<file path="src/rtl/hamming_error_logger_if.sv">
// Record drain port of the Hamming error logger: show-ahead valid/ready stream of
// {timestamp, syndrome, counter} records.
interface hamming_error_logger_if #(
    parameter int unsigned REC_WIDTH = 44
);
    logic                 rec_valid;
    logic [REC_WIDTH-1:0] rec_data;
    logic                 rec_ready;

    modport master (
        output rec_valid,
        output rec_data,
        input  rec_ready
    );

    modport slave (
        input  rec_valid,
        input  rec_data,
        output rec_ready
    );
endinterface

</file>
<file path="src/rtl/hamming_error_logger.sv">
// Captures one {timestamp, syndrome, counter} record per error assertion seen while the
// counter is paused, buffers records in a small FIFO and keeps saturating statistics.
module hamming_error_logger #(
    parameter int unsigned WIDTH       = 16,
    parameter int unsigned PARITY_BITS = (WIDTH / 4) * 3,
    parameter int unsigned TS_WIDTH    = 16,
    parameter int unsigned DEPTH       = 4,
    localparam int unsigned REC_WIDTH  = TS_WIDTH + PARITY_BITS + WIDTH,
    localparam int unsigned AW         = $clog2(DEPTH)
) (
    input  logic                   clk,
    input  logic                   rst_n,
    input  logic                   enable,
    input  logic [WIDTH-1:0]       counter,
    input  logic [PARITY_BITS-1:0] syndrome,
    input  logic                   error_detected,
    input  logic                   clear,
    hamming_error_logger_if.master rec,
    output logic [15:0]            event_cnt,
    output logic [7:0]             overflow_cnt,
    output logic [AW:0]            fifo_level
);

    typedef enum logic [0:0] {StIdle, StLogged} state_e;

    state_e               state_q, state_d;
    logic [TS_WIDTH-1:0]  ts_q;
    logic [AW:0]          wr_ptr_q, wr_ptr_d;
    logic [AW:0]          rd_ptr_q, rd_ptr_d;
    logic [15:0]          event_q, event_d;
    logic [7:0]           overflow_q, overflow_d;
    logic [REC_WIDTH-1:0] mem_q [DEPTH];

    logic qualified;
    logic full;
    logic empty;
    logic pop;
    logic push;
    logic drop;

    assign empty = (wr_ptr_q == rd_ptr_q);
    assign full  = (wr_ptr_q[AW] != rd_ptr_q[AW]) && (wr_ptr_q[AW-1:0] == rd_ptr_q[AW-1:0]);

    // Only one event per error assertion: LOGGED blocks requalification.
    assign qualified = (state_q == StIdle) && error_detected && !enable;
    assign pop       = !empty && rec.rec_ready;
    // Full FIFO still accepts when the head leaves in the same cycle.
    assign push      = qualified && (!full || pop);
    assign drop      = qualified && full && !pop;

    always_comb begin
        state_d = state_q;
        unique case (state_q)
            StIdle: begin
                if (qualified) begin
                    state_d = StLogged;
                end
            end
            StLogged: begin
                if (!error_detected || enable) begin
                    state_d = StIdle;
                end
            end
            default: state_d = StIdle;
        endcase
    end

    always_comb begin
        wr_ptr_d   = wr_ptr_q;
        rd_ptr_d   = rd_ptr_q;
        event_d    = event_q;
        overflow_d = overflow_q;
        if (clear) begin
            wr_ptr_d   = '0;
            rd_ptr_d   = '0;
            event_d    = '0;
            overflow_d = '0;
        end else begin
            if (push) begin
                wr_ptr_d = wr_ptr_q + (AW + 1)'(1);
            end
            if (pop) begin
                rd_ptr_d = rd_ptr_q + (AW + 1)'(1);
            end
            if (qualified && (event_q != 16'hFFFF)) begin
                event_d = event_q + 16'd1;
            end
            if (drop && (overflow_q != 8'hFF)) begin
                overflow_d = overflow_q + 8'd1;
            end
        end
    end

    always_ff @(posedge clk or negedge rst_n) begin
        if (!rst_n) begin
            state_q    <= StIdle;
            ts_q       <= '0;
            wr_ptr_q   <= '0;
            rd_ptr_q   <= '0;
            event_q    <= '0;
            overflow_q <= '0;
        end else begin
            state_q    <= state_d;
            ts_q       <= ts_q + TS_WIDTH'(1);
            wr_ptr_q   <= wr_ptr_d;
            rd_ptr_q   <= rd_ptr_d;
            event_q    <= event_d;
            overflow_q <= overflow_d;
        end
    end

    // Storage needs no reset: the empty flag masks stale entries on rec_data.
    always_ff @(posedge clk) begin
        if (push && !clear) begin
            mem_q[wr_ptr_q[AW-1:0]] <= {ts_q, syndrome, counter};
        end
    end

    always_comb begin
        rec.rec_valid = !empty;
        rec.rec_data  = '0;
        if (!empty) begin
            rec.rec_data = mem_q[rd_ptr_q[AW-1:0]];
        end
    end

    assign event_cnt    = event_q;
    assign overflow_cnt = overflow_q;
    assign fifo_level   = wr_ptr_q - rd_ptr_q;

endmodule

</file>
<file path="src/flat_wrapper.sv">
// flat-port wrapper written by rule: the top's interface ports become plain ports
module hamming_error_logger_flat 
#(
    parameter int unsigned WIDTH       = 16,
    parameter int unsigned PARITY_BITS = (WIDTH / 4) * 3,
    parameter int unsigned TS_WIDTH    = 16,
    parameter int unsigned DEPTH       = 4,
    localparam int unsigned REC_WIDTH  = TS_WIDTH + PARITY_BITS + WIDTH,
    localparam int unsigned AW         = $clog2(DEPTH)
)
  (clk, rst_n, enable, counter, syndrome, error_detected, clear, event_cnt, overflow_cnt, fifo_level, rec_rec_valid, rec_rec_data, rec_rec_ready);
  hamming_error_logger_if #(.REC_WIDTH(44)) rec_i ();
  input  logic clk;
  input  logic rst_n;
  input  logic enable;
  input  logic [WIDTH-1:0] counter;
  input  logic [PARITY_BITS-1:0] syndrome;
  input  logic error_detected;
  input  logic clear;
  output logic [15:0] event_cnt;
  output logic [7:0] overflow_cnt;
  output logic [AW:0] fifo_level;
  output wire logic [$bits(rec_i.rec_valid)-1:0] rec_rec_valid;
  output wire logic [$bits(rec_i.rec_data)-1:0] rec_rec_data;
  input wire logic [$bits(rec_i.rec_ready)-1:0] rec_rec_ready;
  assign rec_rec_valid = rec_i.rec_valid;
  assign rec_rec_data = rec_i.rec_data;
  assign rec_i.rec_ready = rec_rec_ready;
  hamming_error_logger #(.WIDTH(WIDTH), .PARITY_BITS(PARITY_BITS), .TS_WIDTH(TS_WIDTH), .DEPTH(DEPTH)) u_core (.clk(clk), .rst_n(rst_n), .enable(enable), .counter(counter), .syndrome(syndrome), .error_detected(error_detected), .clear(clear), .rec(rec_i), .event_cnt(event_cnt), .overflow_cnt(overflow_cnt), .fifo_level(fifo_level));
endmodule
</file>
<file path="config.mk">
export PLATFORM = sky130hd
export DESIGN_NAME = hamming_error_logger_flat
export DESIGN_NICKNAME = d
export VERILOG_FILES = /design/src/rtl/hamming_error_logger_if.sv /design/src/rtl/hamming_error_logger.sv /design/src/flat_wrapper.sv
export SDC_FILE = /design/constraint.sdc
export NUM_CORES = 1
export LEC_CHECK = 0
export CORE_ASPECT_RATIO = 0.8
export CORE_MARGIN = 2
export CORE_UTILIZATION = 51
export CTS_BUF_LIST = sky130_fd_sc_hd__clkbuf_4
export DETAILED_ROUTE_END_ITERATION = 12
export PLACE_DENSITY_LB_ADDON = 0.15
export SLEW_MARGIN = 10
export SYNTH_ARGS = -nofsm -noshare
export SYNTH_HDL_FRONTEND = slang
export SYNTH_SLANG_ARGS = --single-unit
</file>
<file path="constraint.sdc">
create_clock -name clk -period 10.05 [get_ports clk]
set_clock_uncertainty 0.05 [all_clocks]
set_input_delay 3.015 -clock clk [delete_from_list [all_inputs] [get_ports clk]]
set_output_delay 3.015 -clock clk [all_outputs]
set_load 0.01 [all_outputs]
</file>
* Word-level counts from Yosys, hierarchy flattened
Memory sizes are Yosys's and may differ from the RTL's.
Index checks and enable logic that the tools add are counted.
** Cells by class
- Add/subtract/negate cells :: 6
- Equality and inequality tests :: 5
- Mux-type cells :: 14
- Bitwise gates (word level) :: 1
- Reductions and logical operators :: 22
** Operators with widths (count)
- $mux 44 :: 1
- $add 16x1->16 const B :: 2
- $mux 16 :: 2
- $mux 8 :: 2
- $ne 16x16->1 const B :: 1
- $mux 3 :: 4
- $logic_and 1x1->1 :: 10
- $add 8x1->8 const B :: 1
- $ne 8x8->1 const B :: 1
- $reduce_bool 2->1 :: 4
- $add 3x1->3 const B :: 2
- $logic_not 1->1 :: 6
- $mux 1 :: 4
- $eq 3x3->1 :: 1
- $sub 3x3->3 :: 1
- $eq 2x2->1 :: 1
- $logic_or 1x1->1 :: 2
- $pmux 1 s2 :: 1
- $ne 1x1->1 :: 1
- $not 1->1 :: 1
** Word-level totals
- Register bits after elaboration :: 47
- Memory bits (writable) :: 176
- Input bits :: 34
- Memories kept :: 1
** Memory list
- u_core.mem_q :: depth 4, bits a word 44, read ports 1, clocked after Yosys merged registers in 0, wr ports 1, RTL line hamming_error_logger.sv:32 : logic [REC_WIDTH-1:0] mem_q [DEPTH];

* Logic depth before layout (Yosys ltp)
Gate-level depths: netlist of run 1.
- Word-level depth :: 8
- Mapped depth :: 9
- Mapped depth without buffers :: 6

* Least setup slack after synthesis of run 1
Ideal clock, no wire load.
- Path type :: register to output
- Start point :: reg u_core.rd_ptr_q[1]
- End point :: out rec_rec_data[10]
- Data arrival time :: 2.240 ns
- Data required time :: 6.985 ns
- Setup slack :: 4.745 ns
- Stages on the path, launching flop included :: 9
- Buffers on the path :: 3
- Path through :: dfrtp_1 > clkbuf_1 > clkbuf_1 > inv_1 > ha_1 > nand2_1 > nor2_1 > clkbuf_1 > nor2b_1
** Between the ends
- Word-level cells in the longest chain between the ends :: 2
- Elaborated cells on any way between the ends :: 3
- Classes of those cells :: eq/ne (1); mux (1); memory (1)
** RTL lines
- start: declaration :: RTL line hamming_error_logger.sv:29 : logic [AW:0] rd_ptr_q, rd_ptr_d;
- start signal: assignment :: RTL line hamming_error_logger.sv:106 : rd_ptr_q <= rd_ptr_d;
- $mem_v2 4x44 / $eq 3x3->1 (equally long branches)
- $mux 44 * :: RTL line hamming_error_logger.sv:122 : if (!empty) begin
- end: declaration :: RTL line flat_wrapper.sv:24 : output wire logic [$bits(rec_i.rec_data)-1:0] rec_rec_data;
Mark *: on every way between the ends. The rest lies on a longest branch, timed or not.

* Worst setup path in the final report of run 1
- Start point :: reg u_core.rd_ptr_q[0]
- End point :: out rec_rec_data[42]
The elaborated chain is that of the path after synthesis.

==> metrics, run 1 <==
status=finished, final reports clean; CP cell instances=ha_1, nand2_1, nor2_4, nor2b_1, clkdlybuf4s50_1; First DRT Iteration DRCs=412; Core ar.=0.0175 mm2; CP Launch Type=register; top layer in use=met4; Main synth FF type=edfxtp_1; Max Buffers Root-to-Sink=3; global-route wire length before repair=approximately 27 mm; layout overhead on the synthesized area=21.5%; 1st-pass router iterations=6; CP delay by family, top=simple AND/OR/NAND/NOR gates; drt drc=0; CTS tree=yes; mapped cell area=0.00917 mm2; gr usage total=roughly 19%; Worst-path clk slew=~0.06 ns; share of cells above drive strength 1=between 20% and 30%; ranking of synthesized cells by area=edfxtp_1, dfrtp_1, mux4_2; EDFF count, synth=around 180; Final #Nets=about 720; Post-Route Setup TNS=0 ns; top cells by count, synth=edfxtp_1, nor2b_1, dfrtp_1; worst setup margin=roughly 3.2 ns; Synthesized Nets=~580; CTS Hold Bufs=0; DR vias/cell=between 5 and 6; Pwr Density=between 150 and 200 mW/mm2; antenna violations before repair=0; placed cell count=around 850; slowest stage delay, CP=about 1.1 ns; Syn Area/Cell=roughly 17 um2; final worst path period share=roughly two thirds; Final Instance Count excl. Fillers=940; Mapped Cells=532; Slew Limit Fails=0; Starting Density=a little over half; max_cap viols=0; Num CTS Buffers=53; HP Class=reg2reg; Fillers=around 1.3k; Worst EP arrival=about 3.8 ns; #FFs+latches synth=between 200 and 250; row count=43; Seq. cell area=0.00647 mm2; vias post-DR=5,165; met2 wire len=7.90 mm; VDD IR max=between 0.08 and 0.09 mV; Setup WS pre-CTS=around 3.8 ns; Antenna Cells=0; CP Class=reg2out; vias in the first global route=5,143; Die X-Extent=roughly 150 um; gpl congestion=just over 0.8; Tightest Pin Transition=1.10 ns; final hold slack=0.482 ns; Fin. Hold Viols=0; Die H=between 100 and 150 um; GRT overflow=0; Met3 Routed Length=between 1 and 1.5 mm; RSZ-0062 raised after global routing=false; async set-reset flop share out of synthesis=21.1%; WP data required=6.99 ns; H-tree depth=2; Final setup viols=0; Post-DP HPWL=9.99 mm; post-synthesis sequential area ratio=~70%; clk sinks=about 220; postcts setup bufs=0; wire length on met1=roughly 8 mm; Slew headroom=25.7%; largest net degree at the start of global routing=48; Yosys top cell area share=57.7%; Synth Warn #=0; IO Pins=between 100 and 150; port bufs=approximately 110; CP Capture Type=output port; clock insertion delay at the later pin of the skew report=roughly 0.65 ns; CTS Root Cell=clkbuf_4; die footprint=around 0.019 mm2; Antenna Nets Post-Route=0; Post-Route WL=17.1 mm; synth unique cells=47; critical path buffer and inverter count=1; Max Fanout on Critical Path=47; post-synth top area cell=edfxtp_1; Peak Freq=145 MHz; leakage power=between 3 and 4 nW; Worst path slowest cell=dfrtp_4; minimum clock period=roughly 6.9 ns; average wire per standard cell=around 18 um; cell with the most instances after synthesis=edfxtp_1; Multi-input gate area=0.00258 mm2; # resized after CTS=0
[report_power, final]
| group | total, mW | internal, mW | switching, mW |
|---|---|---|---|
| clock network | 0.714 | 0.383 | 0.331 |
| logic | 0.262 | 0.152 | 0.110 |
| registers | 1.03 | 1.00 | 0.0228 |
| total | 2.00 | 1.54 | 0.463 |
[logic make-up after synthesis]
group,share of synthesized area (%)
AO/OA/AOI/OAI,2.78
XOR/XNOR,2.01
adder cells (fa/ha/maj),1.58
buffers and inverters,1.47
flip-flops,70.5
multiplexers,12.0
AND/OR/NAND/NOR,9.65
[worst register-to-register path: cells and delay by family, from the launching register on]
kind            cells  cell delay [ns]
fa+ha+maj           1             0.38
flops               1             1.05
compound gates      1             0.17
simple gates        3             0.62
buf+inv             1             0.54
[stage by stage]
| stage | total power [mW] | cell area (um2) | util, % |
|---|---|---|---|
| 6_report | 2.00 | 11100 | 63.7 |
| 5_1_grt | 2.09 | 11100 | 63.7 |
| 4_1_cts | 2.03 | 11100 | 63.7 |
| 3_5_place_dp | 1.31 | 10500 | 59.9 |
| 3_3_place_gp | 1.31 | 10500 | 59.9 |
| 2_1_floorplan | 1.17 | 9170 | - |
[worst paths after layout]
check	from	end	slack, ns	depth (start not counted)
max reg2reg	u_core.rd_ptr_q[0]$_DFFE_PN0P_	u_core.mem_q[3][12]$_DFFE_PP_	6.83	6
max in group asynchronous	rst_n	u_core.rd_ptr_q[0]$_DFFE_PN0P_	7.04	2
min in group asynchronous	rst_n	u_core.event_cnt[8]$_DFFE_PN0P_	2.41	2
max	u_core.rd_ptr_q[0]$_DFFE_PN0P_	rec_rec_data[42]	3.16	5
min	u_core.ts_q[15]$_DFF_PN0_	u_core.ts_q[15]$_DFF_PN0_	0.48	1
min reg2reg	u_core.ts_q[15]$_DFF_PN0_	u_core.ts_q[15]$_DFF_PN0_	0.48	1
[cell type report]
cell class / count / area share (%)
Inverter: 11 / 0.371
Clock inverter: 6 / 0.202
Timing Repair Buffer: 112 / 9.86
Clock buffer: 86 / 5.80
Multi-Input combinational cell: 277 / 23.2
Tap cell: 225 / 2.53
Sequential cell: 223 / 58.1
[flip-flops by register name, indices dropped and copies added (netlist names)]
name and cells:
u_core.event_cnt 16, u_core.mem_q 176, u_core.overflow_cnt 8, u_core.rd_ptr_q 3
u_core.state_q 1, u_core.ts_q 16, u_core.wr_ptr_q 3
[cell usage in the layout, fill, tap and decap left out, types with 4 or more instances in the layout]
cell type,count
edfxtp_1,176
nor2b_1,54
mux4_2,44
a211oi_1,4
nor2_1,19
clkbuf_4,86
and4_1,6
mux2_2,7
clkdlybuf4s50_1,104
buf_4,7
and3_1,6
clkinv_1,4
nand2_1,11
xnor2_1,12
nor3_1,9
a21oi_1,17
dfrtp_1,45
nand3_1,15
nand4_1,5
inv_1,11
o31ai_1,6
xor2_1,9
ha_1,10
and2_2,4
[metal layers]
metal | GRT usage (%) | vias up
met5 | 0 | -
met4 | 6.02 | 0
met3 | 5.53 | 27
met2 | 28.9 | 172
met1 | 25.8 | 2569
li1 | - | 2397
No activity file was read; power rests on OpenSTA's default activity.
==> inputs of run 2 (changes only) <==
==> constraint.sdc (replaced) <==
create_clock -name clk -period 6.9 [get_ports clk]
set_clock_uncertainty 0.05 [all_clocks]
set_input_delay 2.07 -clock clk [delete_from_list [all_inputs] [get_ports clk]]
set_output_delay 2.07 -clock clk [all_outputs]
set_load 0.01 [all_outputs]
==> run 2 against run 1 <==
Effect of this change:
- clock power increased by 48%
- die area is the same
- power increased by 47%
- final area increased by 0.34%
- largest power group unchanged
==> metrics, run 2 (same netlist as run 1, synthesis figures left out) <==
placed cell count=about 850; # resized after CTS=0; gpl congestion=roughly 0.8; Worst EP arrival=around 3.3 ns; Worst-path clk slew=around 0.07 ns; clk sinks=223; final core occ=between 60% and 70%; antenna violations before repair=1; commonest non-fill, non-tap cell in the layout=edfxtp_1; drt drc=0; total power=slightly below 3 mW; First DRT Iteration DRCs=between 400 and 500; Die X-Extent=between 150 and 200 um; H-tree depth=2; CTS Root Cell=clkbuf_4; status=finished, final reports clean; global-route wire length before repair=about 28 mm; critical path buffer and inverter count=2; Fillers=roughly 1.3k; Starting Density=a little over half; Final #Nets=between 700 and 800; post-placement cell area=between 0.01 and 0.015 mm2; NetSw=a little under 700 uW; vias in the first global route=between 5k and 6k; HP Class=reg2reg; 1st-pass router iterations=5; leakage power=3.83 nW; Tightest Pin Transition=between 1 and 1.5 ns; port bufs=between 100 and 150; Max Fanout on Critical Path=45; share of cells above drive strength 1=between 20% and 30%; slowest stage delay, CP=around 0.87 ns; RSZ-0062 raised after global routing=false; CTS Hold Bufs=0; CTS tree=yes; largest net degree at the start of global routing=between 40 and 50; vias post-DR=5,205; Net Sw Frac=between 20% and 30%; Pwr Density=between 200 and 300 mW/mm2; average wire per standard cell=roughly 19 um; Seq pwr share=about 50%; Antenna Nets Post-Route=0; layout overhead on the synthesized area=21.9%; Post-Route WL=roughly 18 mm; WP data required=about 4.8 ns; Slew headroom=a little over a quarter; combinational share of power=approximately 14%; Seq. cell area=around 0.0065 mm2; most frequent cells in the layout=edfxtp_1, clkdlybuf4s50_1, clkbuf_4, nor2b_1, dfrtp_1; CP Capture Type=output port; minimum clock period=approximately 5.4 ns; Max Buffers Root-to-Sink=3; Setup WS pre-CTS=approximately 1.8 ns; Post-Route Setup TNS=0 ns; clock insertion delay at the later pin of the skew report=about 0.64 ns; Final setup viols=0; max reg flops=approximately 180; Worst path slowest cell=nor2_4; max_cap viols=0; Final Cell Area=approximately 0.011 mm2; Core ar.=approximately 0.017 mm2; Final Instance Count excl. Fillers=between 900 and 1k; gr usage total=between 10% and 20%; Post-DP HPWL=between 10 and 15 mm; Num CTS Buffers=53; Fin. Hold Viols=0; CP Class=reg2out; CP cell instances=inv_1, ha_1, nand2_1, nor2_4, nor2b_1, clkdlybuf4s50_1; CP Launch Type=register; final worst path period share=between 70% and 80%; CP delay by family, top=simple AND/OR/NAND/NOR gates; VDD IR max=0.114 mV; postcts setup bufs=0; GRT overflow=0; final hold slack=approximately 0.5 ns; internal power=around 2.2 mW; Die H=between 100 and 150 um; Multi-input gate area=roughly 0.0026 mm2; die footprint=between 0.015 and 0.02 mm2; Slew Limit Fails=0; DR vias/cell=around 5.5; Peak Freq=~190 MHz; Clock Power Share=36.0%; worst setup margin=approximately 1.5 ns; IO Pins=106; row count=43
[run 2: changes by cell type in the layout (fill, tap and decap cells not counted)]
cell      before  now
clkinv_1       4   10
buf_4          7    8
clkinv_2       0    1
diode_2        0    1
[run 2: final cells by class]
class | instances | share of cell area [%]
diodes | 1 | 0.0224
inverters | 11 | 0.369
clock inverters | 13 | 0.448
well taps | 225 | 2.52
clock buffers | 86 | 5.78
multi-input cells | 277 | 23.1
flip-flops and latches | 223 | 57.9
repair buffers | 113 | 9.90
[run 2: worst paths after layout]
kind	from	endpoint	slack, ns	cells past startpoint
worst max-delay path	u_core.wr_ptr_q[0]$_DFFE_PN0P_	rec_rec_data[42]	1.50	6
worst min-delay path	u_core.ts_q[15]$_DFF_PN0_	u_core.ts_q[15]$_DFF_PN0_	0.49	1
worst max register to register	u_core.wr_ptr_q[0]$_DFFE_PN0P_	u_core.mem_q[2][22]$_DFFE_PP_	3.96	7
worst min register to register	u_core.ts_q[15]$_DFF_PN0_	u_core.ts_q[15]$_DFF_PN0_	0.49	1
max in group asynchronous	rst_n	u_core.rd_ptr_q[0]$_DFFE_PN0P_	4.83	2
min in group asynchronous	rst_n	u_core.event_cnt[8]$_DFFE_PN0P_	1.49	2
[run 2: power by group through the flow]
stage / logic (mW) / clock network (mW) / registers (mW)
global route: 0.447 / 1.16 / 1.47
detailed placement: 0.420 / 0 / 1.49
finish: 0.413 / 1.06 / 1.47
global placement: 0.418 / 0 / 1.49
CTS: 0.423 / 1.09 / 1.47
floorplan: 0.218 / 0 / 1.49
[run 2: metal layers]
layer  vias to the layer above  routed length (um)  share of wire, %  track usage (%)
met1                      2610                8090                45             26.9
met3                        27                1090               6.1             4.31
met5                         -                   0                 0                0
li1                       2400                   -                 -                -
met4                         0                 285               1.6             7.01
met2                       168                8420                47             30.5
==> inputs of run 3 (changes only) <==
==> constraint.sdc (replaced) <==
create_clock -name clk -period 4.92 [get_ports clk]
set_clock_uncertainty 0.05 [all_clocks]
set_input_delay 1.476 -clock clk [delete_from_list [all_inputs] [get_ports clk]]
set_output_delay 1.476 -clock clk [all_outputs]
set_load 0.01 [all_outputs]
==> run 3 against run 2 <==
Effect of this change:
- final area rose by 1.0%
- hold slack got worse by 0.030 ns
- count of clock-buffer cells in the layout fell by 6
- die area did not move
==> metrics, run 3 (same netlist as run 1, synthesis figures left out) <==
most frequent cells in the layout=edfxtp_1, clkdlybuf4s50_1, clkbuf_4, nor2b_1, dfrtp_1; CTS Root Cell=clkbuf_4; drt drc=0; Final #Nets=729; final worst path period share=between 90% and 100%; r2r startpoint=u_core.rd_ptr_q[0]$_DFFE_PN0P_; CTS Hold Bufs=0; Worst EP arrival=around 3.1 ns; Worst path slowest cell=dfrtp_4; minimum clock period=about 4.7 ns; vias in the first global route=about 5.4k; CP Launch Type=register; Num CTS Buffers=between 50 and 60; r2r endpoint=u_core.mem_q[0][3]$_DFFE_PP_; Pwr Density=~380 mW/mm2; Seq pwr share=about half; R2R Setup Slk=between 1.5 and 2 ns; internal power=roughly 3.3 mW; Post-Route WL=18.1 mm; max_cap viols=0; average wire per standard cell=19.0 um; Max Buffers Root-to-Sink=3; gr usage total=between 10% and 20%; VDD IR max=between 0.2 and 0.25 mV; slowest stage delay, CP=approximately 0.78 ns; HP Start=u_core.ts_q[14]$_DFF_PN0_; Core ar.=0.0175 mm2; Starting Density=around 52%; Die H=about 120 um; GRT overflow=0; antenna violations before repair=0; port bufs=between 100 and 150; crit path from=u_core.rd_ptr_q[0]$_DFFE_PN0P_; global-route wire length before repair=around 28 mm; # resized after CTS=0; Slew headroom=30.1%; WP data required=3.39 ns; gpl congestion=0.797; Slew Limit Fails=0; First DRT Iteration DRCs=367; row count=43; Worst path depth=4; layout overhead on the synthesized area=23.2%; Tightest Pin Transition=roughly 1.0 ns; commonest non-fill, non-tap cell in the layout=edfxtp_1; Antenna Cells=0; 1st-pass router iterations=5; Clock Power Share=37.7%; postcts setup bufs=0; Peak Freq=between 200 and 250 MHz; Fillers=1,233; Worst-path clk slew=about 0.07 ns; Post-Route Setup TNS=0 ns; NetSw=just under 1 mW; CP Capture Type=output port; CP Class=reg2out; clock insertion delay at the later pin of the skew report=0.65 ns; largest net degree at the start of global routing=48; CP delay by family, top=buffers and inverters; RSZ-0062 raised after global routing=false; status=finished, final reports clean; clk sinks=roughly 220; Net Sw Frac=23.1%; Antenna Nets Post-Route=0; critical path buffer and inverter count=2; DR vias/cell=roughly 5.5; Final setup viols=0; CTS tree=yes; die footprint=about 0.019 mm2; vias post-DR=about 5.2k; total power=between 4 and 5 mW; reg2reg path depth=6; HP Class=reg2reg; leakage power=around 3.9 nW; CP cell instances=buf_4, mux4_2, nor2b_1, clkdlybuf4s50_1; H-tree depth=2; Setup crit end=rec_rec_data[3]; max reg flops=between 150 and 200; IO Pins=around 110; combinational share of power=13.5%; Max Fanout on Critical Path=27; Die X-Extent=~150 um; Post-DP HPWL=around 11 mm; Fin. Hold Viols=0; share of cells above drive strength 1=22.2%
## run 3: cell count changes in the layout (fill, tap and decap cells not counted), moves of 2 or more
cell,before,now
buf_12,0,3
inv_2,2,0
clkinv_1,10,16
bufinv_16,0,3
clkbuf_4,86,80
## run 3: how the worst min path moves through the flow
| stage | cells past startpoint | to | slack (ns) |
|---|---|---|---|
| floorplan | 0 | u_core.mem_q[0][42]$_DFFE_PP_ | 0.43 |
| global placement | 0 | u_core.mem_q[2][42]$_DFFE_PP_ | 0.44 |
| detailed placement | 0 | u_core.mem_q[0][42]$_DFFE_PP_ | 0.46 |
| CTS | 0 | u_core.mem_q[0][42]$_DFFE_PP_ | 0.47 |
| global route | 0 | u_core.mem_q[2][42]$_DFFE_PP_ | 0.50 |
| finish | 0 | u_core.mem_q[0][42]$_DFFE_PP_ | 0.46 |
## run 3: metal layers
layer  routed length [um]  track usage, %  vias up  share of wire (%)
li1                     -               -     2417                  -
met1                 8130            26.9     2643                 45
met2                 8760            31.8      164                 48
met3                  997            4.21       21                5.5
met4                  223            6.48        0                1.2
met5                    0               0        -                  0
## run 3: stage by stage
| step | setup slack (ns) | instances | utilization (%) | area, um2 | hold slack [ns] |
|---|---|---|---|---|---|
| 2_1_floorplan | 1.15 | 532 | - | 9170 | 0.426 |
| 3_3_place_gp | 0.782 | 852 | 60.3 | 10500 | 0.444 |
| 3_5_place_dp | 0.722 | 852 | 60.3 | 10500 | 0.461 |
| 4_1_cts | 0.140 | 951 | 64.6 | 11300 | 0.467 |
| 5_1_grt | 0.0173 | 951 | 64.6 | 11300 | 0.500 |
| 6_report | 0.259 | 951 | 64.6 | 11300 | 0.457 |
## run 3: cell type report
cell class | count | area (um2) | area share [%]
tap | 225 | 282 | 2.49
multi-input combinational | 277 | 2580 | 22.9
sequential | 223 | 6470 | 57.3
timing repair buffer | 116 | 1170 | 10.3
inverter | 11 | 41.3 | 0.366
clock buffer | 80 | 601 | 5.32
clock inverter | 19 | 150 | 1.33
## run 3: power groups by stage
stage                     clock network [mW]  logic [mW]  registers, mW
after global routing                    1.75       0.616           2.08
after detailed placement                   0       0.579           2.12
final                                   1.60       0.572           2.08
after CTS                               1.65       0.583           2.08
after global placement                     0       0.576           2.12
after floorplan                            0       0.306           2.09
